`config.mk`:
```
export PLATFORM = sky130hd
export DESIGN_NAME = fpu_ss_wb_arbiter
export DESIGN_NICKNAME = d
export VERILOG_FILES = /design/src/rtl/fpu_ss_wb_arbiter.sv
export SDC_FILE = /design/constraint.sdc
export NUM_CORES = 1
export LEC_CHECK = 0
export BUFFER_PORTS_ARGS = -buffer_cell sky130_fd_sc_hd__buf_2
export CAP_MARGIN = 40
export CORE_MARGIN = 8
export CORE_UTILIZATION = 45
export CTS_BUF_LIST = sky130_fd_sc_hd__clkbuf_4 sky130_fd_sc_hd__clkbuf_8
export CTS_CLUSTER_DIAMETER = 50
export DETAILED_ROUTE_END_ITERATION = 8
export HOLD_SLACK_MARGIN = 0.05
export PLACE_DENSITY = 0.81
export RECOVER_POWER = 25
export SLEW_MARGIN = 20
export SYNTH_ARGS = -nofsm -noshare
export SYNTH_HDL_FRONTEND = slang
export SYNTH_SLANG_ARGS = --single-unit
```
`constraint.sdc`:
```
create_clock -name clk_i -period 2.8 [get_ports clk_i]
set_input_delay 0.56 -clock clk_i [delete_from_list [all_inputs] [get_ports clk_i]]
set_output_delay 0.56 -clock clk_i [all_outputs]
set_load 0.005 [all_outputs]
```
`src/rtl/fpu_ss_wb_arbiter.sv`:
```
// Write-back arbiter for the FPU subsystem register file: round-robin between FPU and LSU
// results, single write port, plus a busy scoreboard. Define FPU_SS_WB_REG_EN for a registered write stage.
module fpu_ss_wb_arbiter #(
    parameter int unsigned NumRegs   = 32,
    parameter int unsigned AddrWidth = $clog2(NumRegs)
) (
    input  logic                 clk_i,
    input  logic                 rst_ni,
    input  logic                 issue_valid_i,
    input  logic [AddrWidth-1:0] issue_rd_i,
    output logic                 issue_ready_o,
    output logic [NumRegs-1:0]   busy_o,
    input  logic                 fpu_valid_i,
    output logic                 fpu_ready_o,
    input  logic [AddrWidth-1:0] fpu_rd_i,
    input  logic [31:0]          fpu_data_i,
    input  logic                 lsu_valid_i,
    output logic                 lsu_ready_o,
    input  logic [AddrWidth-1:0] lsu_rd_i,
    input  logic [31:0]          lsu_data_i,
    output logic                 we_o,
    output logic [AddrWidth-1:0] waddr_o,
    output logic [31:0]          wdata_o
);

    typedef enum logic {
        SRC_FPU = 1'b0,
        SRC_LSU = 1'b1
    } src_e;

    src_e                 rr_q, rr_d;
    logic [NumRegs-1:0]   busy_q, busy_d;
    logic                 sel_lsu;
    logic                 xfer;
    logic [AddrWidth-1:0] w_rd;
    logic [31:0]          w_data;
    logic                 issue_ok;

    // The grant always resolves to one source, even when idle, so exactly one ready can be high.
    assign sel_lsu     = lsu_valid_i & (~fpu_valid_i | (rr_q == SRC_LSU));
    assign fpu_ready_o = rst_ni & ~sel_lsu;
    assign lsu_ready_o = rst_ni & sel_lsu;

    assign xfer   = sel_lsu ? (lsu_valid_i & lsu_ready_o) : (fpu_valid_i & fpu_ready_o);
    assign w_rd   = sel_lsu ? lsu_rd_i   : fpu_rd_i;
    assign w_data = sel_lsu ? lsu_data_i : fpu_data_i;

    // A result retiring this cycle frees its register in time for a same-cycle reissue.
    assign issue_ready_o = ~busy_q[issue_rd_i] | (xfer & (w_rd == issue_rd_i));
    assign issue_ok      = issue_valid_i & issue_ready_o;
    assign busy_o        = busy_q;

    // NOTE: every always_comb output gets a default first so no latch is inferred.
    always_comb begin
        rr_d   = rr_q;
        busy_d = busy_q;
        if (fpu_valid_i && lsu_valid_i) begin
            rr_d = sel_lsu ? SRC_FPU : SRC_LSU;
        end
        if (xfer) begin
            busy_d[w_rd] = 1'b0;
        end
        if (issue_ok) begin
            busy_d[issue_rd_i] = 1'b1;
        end
    end

    // NOTE: sequential state uses non-blocking assignments only.
    always_ff @(posedge clk_i or negedge rst_ni) begin
        if (!rst_ni) begin
            rr_q   <= SRC_FPU;
            busy_q <= '0;
        end else begin
            rr_q   <= rr_d;
            busy_q <= busy_d;
        end
    end

`ifdef FPU_SS_WB_REG_EN
    logic                 we_q;
    logic [AddrWidth-1:0] waddr_q;
    logic [31:0]          wdata_q;

    always_ff @(posedge clk_i or negedge rst_ni) begin
        if (!rst_ni) begin
            we_q    <= 1'b0;
            waddr_q <= '0;
            wdata_q <= '0;
        end else begin
            we_q <= xfer;
            if (xfer) begin
                waddr_q <= w_rd;
                wdata_q <= w_data;
            end
        end
    end

    assign we_o    = we_q;
    assign waddr_o = waddr_q;
    assign wdata_o = wdata_q;
`else
    assign we_o    = xfer;
    assign waddr_o = rst_ni ? w_rd : '0;
    assign wdata_o = rst_ni ? w_data : '0;
`endif

endmodule

```
After elaboration in Yosys (flattened, before gate mapping). Index checks and enable logic that the tools add are counted.

Logic and storage cells: 39. Bits in registers: 33.

Bitwise operators: 15. Equal/unequal tests: 1. Order comparisons: 4. Reductions and logical operators: 3. Multiplexer cells: 14.

Operators with widths (count): 2-to-1 mux 32 bit (4); bitwise AND 32 bit (1); NOT 32 bit (1); bitwise OR 32 bit (1); < comparator 5 x 6 -> 1 bit, second input constant (2); demux 1 bit (select 5 bit) (2); greater-or-equal comparator 5 x 1 -> 1 bit, second input constant (2); 2-to-1 mux 5 bit (2); bitwise AND 1 bit (7); binary-select mux 1 bit (select 5 bit) (1); == test 5 bit (1); 2-to-1 mux 1 bit (5); logical AND 1 bit (3); NOT 1 bit (3); bitwise OR 1 bit (2).

Depth between registers and ports, before layout.
Depth after elaboration: 13. Depth in mapped cells: 8. Mapped depth without buffers: 6.

Worst setup path after synthesis. No wires, ideal clock.

Path kind: input port to output port. Start point: input port issue_rd_i[0]. End point: output port issue_ready_o. Arrival: 2035 ps. Path buffers: 2. Slack: 205 ps. Cell stages on the path: 7. Path through: buf_6 > buf_8 > mux2i_1 > or4_1 > a31oi_1 > nor4b_4 > or2_2.

Longest elaborated chain between the ends: 4. Elaborated cells on any way between the ends: 6.

Ends and longest elaborated chain: start: declaration (line 10) `input logic [AddrWidth-1:0] issue_rd_i,`; binary-select mux 1 bit (select 5 bit) (line 49) `assign issue_ready_o = ~busy_q[issue_rd_i] | (xfer & (w_rd == issue_rd_i));`; 2-to-1 mux 1 bit (not written as such) (line 49); NOT 1 bit (line 49); bitwise OR 1 bit * (line 49); end: declaration (line 11) `output logic issue_ready_o,`.

Every way passes the cells marked *; elsewhere a longest branch is shown, timed or not. The select of a mux whose other input is x is not followed.

Final worst setup path. Ends and elaborated chain as after synthesis.

==> flow_metrics.tcl <==
set metrics [dict create \
    synth_nets 435 \
    layout_setup_ws_ps 68.1 \
    dpl_worst_slack_ps -32.3 \
    min-delay-path-class "input pin to async pin" \
    grt_max_degree 42 \
    hpwl_um 8100 \
    vias_per_cell 5.70 \
    hold_violations 0 \
    gp_congestion 0.946 \
    synthCells 351 \
    tritoncts "yes" \
    grt.overflow.total 0 \
    synth_top_cells_by_area "dfrtp_1 31%, nand2_1 12%, a21boi_0 10%" \
    chipWidth_um 93.6 \
    portBuffers 156 \
    cts_hold_buffers 0 \
    routedWlPerCell_um 17.6 \
    power.density_nw_per_um2 610 \
    leakage_nw 1.86 \
    drc 0 \
    power_w 0.00233 \
    crit_chain "buf_4 > buf_4 > or2_0 > a2111oi_1 > nor2_1 > a2111oi_4 > or2_2 > buf_2" \
    max_cap_viol_count 1 \
    final_antenna_net_count 0 \
    crit_path_top_delay_cell "a2111oi_1" \
    vdd_drop_max_uv 519 \
    final_common_cell "buf_2" \
    clk_pin_slew_ps 70 \
    drtIter0Drc 357 \
    cts.sinks 33 \
    final_cell_mix "155 x buf_2, 83 x nand2_1, 47 x o21ai_0" \
    routed_wl_um 10500 \
    skew_ps 7.77 \
    slew_headroom -0.103 \
    avgSynthCellArea_um2 7.71 \
    dr.pass1.iters 5 \
    dieArea_um2 8750 \
    worstMarginPinSlew_ps 1650 \
    post_cts.repair.setup_buffers 0 \
    grt_pass1_vias 3369 \
    antenna_found_initial 1 \
    die_h_um 93.6 \
    rsz0062_at_grt "no" \
    synth_warnings 0 \
    fin_tns_setup_ps 0 \
    rows 28 \
    setup_viol 0 \
    status "finished, violations left" \
    cp.arrival_ps 2170 \
    critPathRequiredTime_ps 2240 \
    fin_crit_sh 0.976 \
    area_growth_pct 40.8 \
    clockBufferDepth 2 \
    ys_types 51 \
    grt_use_total 0.230 \
    cts-buffers-inserted 5 \
    worst_path_most_repeated_cell "buf_4" \
    num_vias 3399 \
    start_kind "input pin" \
    clk_latency_ps 290 \
    slew_viol_final 33 \
    h-tree-depth 2 \
    synth_top_area_cell "dfrtp_1" \
    start_util 0.463 \
    crit_type "input pin to primary output" \
    fin_area_um2 3810 \
    clock-root-buffer "clkbuf_8" \
    core_um2 5850 \
    critPathCaptureType "primary output" \
    max_freq_mhz 366 \
    reg2reg_from "rr_q" \
    failed_checks "max-capacitance violations, max-slew violations" \
    cp_max_fo 13 \
    drive_above_1_share 0.408 \
    finalCriticalPeriod_ps 2730 \
    ys_seq_elements 33 \
    synth-seq-area-share 0.305 \
    grt_first_pass_wirelength_um 16400 \
    postPlaceCellArea_um2 3680 \
    synth_top_area_frac 0.305 \
    worstSetupStartpoint "issue_rd_i[0]" \
    ios 157 \
    max_stage_delay_ps 400 \
    nets 603 \
    synth_area_um2 2710 \
]
-- metal layers --
layer	share of wire	global-route usage
met5	0	0
met2	0.50	0.391
met4	0.027	0.0978
met1	0.38	0.264
met3	0.090	0.0625
-- state kept, by name (all words and copies together) (netlist names) --
signal,count
rr_q,1
busy_o,32
-- final timing paths --
| path | endpoint | slack (ps) | cells past startpoint |
|---|---|---|---|
| min in group clk_i | busy_o[19] | 540 | 2 |
| setup reg to reg | busy_o[24] | 510 | 7 |
| hold reg to reg | busy_o[19] | 540 | 2 |
| hold / removal | rr_q | 340 | 2 |
| max in group asynchronous | busy_o[12] | 980 | 2 |
| setup / recovery | issue_ready_o | 70 | 8 |
-- cell usage after synthesis, drive strengths merged --
library cell  number
nor4b              2
inv                6
buf                9
nand2b             9
nand3b             1
nand2             83
or4                3
o21ai             73
a21boi            37
o21a               1
and2               1
a211oi             1
nand4              1
or3                4
clkbuf            11
or3b               2
and3               5
a221oi             1
nor2b              4
o31ai              2
or2                8
o32ai              3
nor3               3
xor2               2
a2111oi            2
mux4               2
mux2i             12
dfrtp             33
nand3              2
nor3b              5
o32a               1
nor4               3
nand4b             1
a31oi              5
a21oi              2
a21bo              1
nor2               6
o22ai              2
xnor2              2
-- repair_timing --
item	CTS	global route
resized for setup	1	3
setup endpoints to repair	1	1
pin swaps	0	1
-- kinds of logic (layout without fill, tap and decap cells) --
kind of cell,after synthesis,after routing,synth area share
compound gates,131,131,0.308
mux,14,14,0.0610
other cells,0,1,0
simple gates,143,143,0.268
flops,33,33,0.305
xor+xnor,4,4,0.0129
buf+inv,26,195,0.0448
-- area by class of cell --
cell class	count	area (um^2)
diodes	1	2.50
multi-input cells	292	1780
repair buffers	181	976
well taps	75	93.8
fillers	483	2040
clock inverters	3	46.3
flip-flops and latches	33	826
inverters	6	22.5
clock buffers	5	68.8
-- critical path, delay by kind of cell --
family,cells,cell delay (ps)
AOI/OAI and AO/OA,2,620
and+or+nand+nor,3,500
buffers and inverters,3,490
-- per-stage QoR --
| step | hold WS [ps] | std cells | utilization |
|---|---|---|---|
| floorplan | 264 | 351 | - |
| global placement | 506 | 586 | 0.629 |
| detailed placement | 522 | 587 | 0.629 |
| CTS | 287 | 595 | 0.649 |
| global route | 356 | 596 | 0.651 |
| finish | 335 | 596 | 0.651 |
-- power by group --
part | internal (W) | leakage, nW | total, W | switching, W
logic | 0.000494 | 1.40 | 0.00104 | 0.000550
clock network | 0.000266 | 0.0544 | 0.000462 | 0.000196
registers | 0.000659 | 0.404 | 0.000821 | 0.000162
No activity file was read; power rests on OpenSTA's default activity.
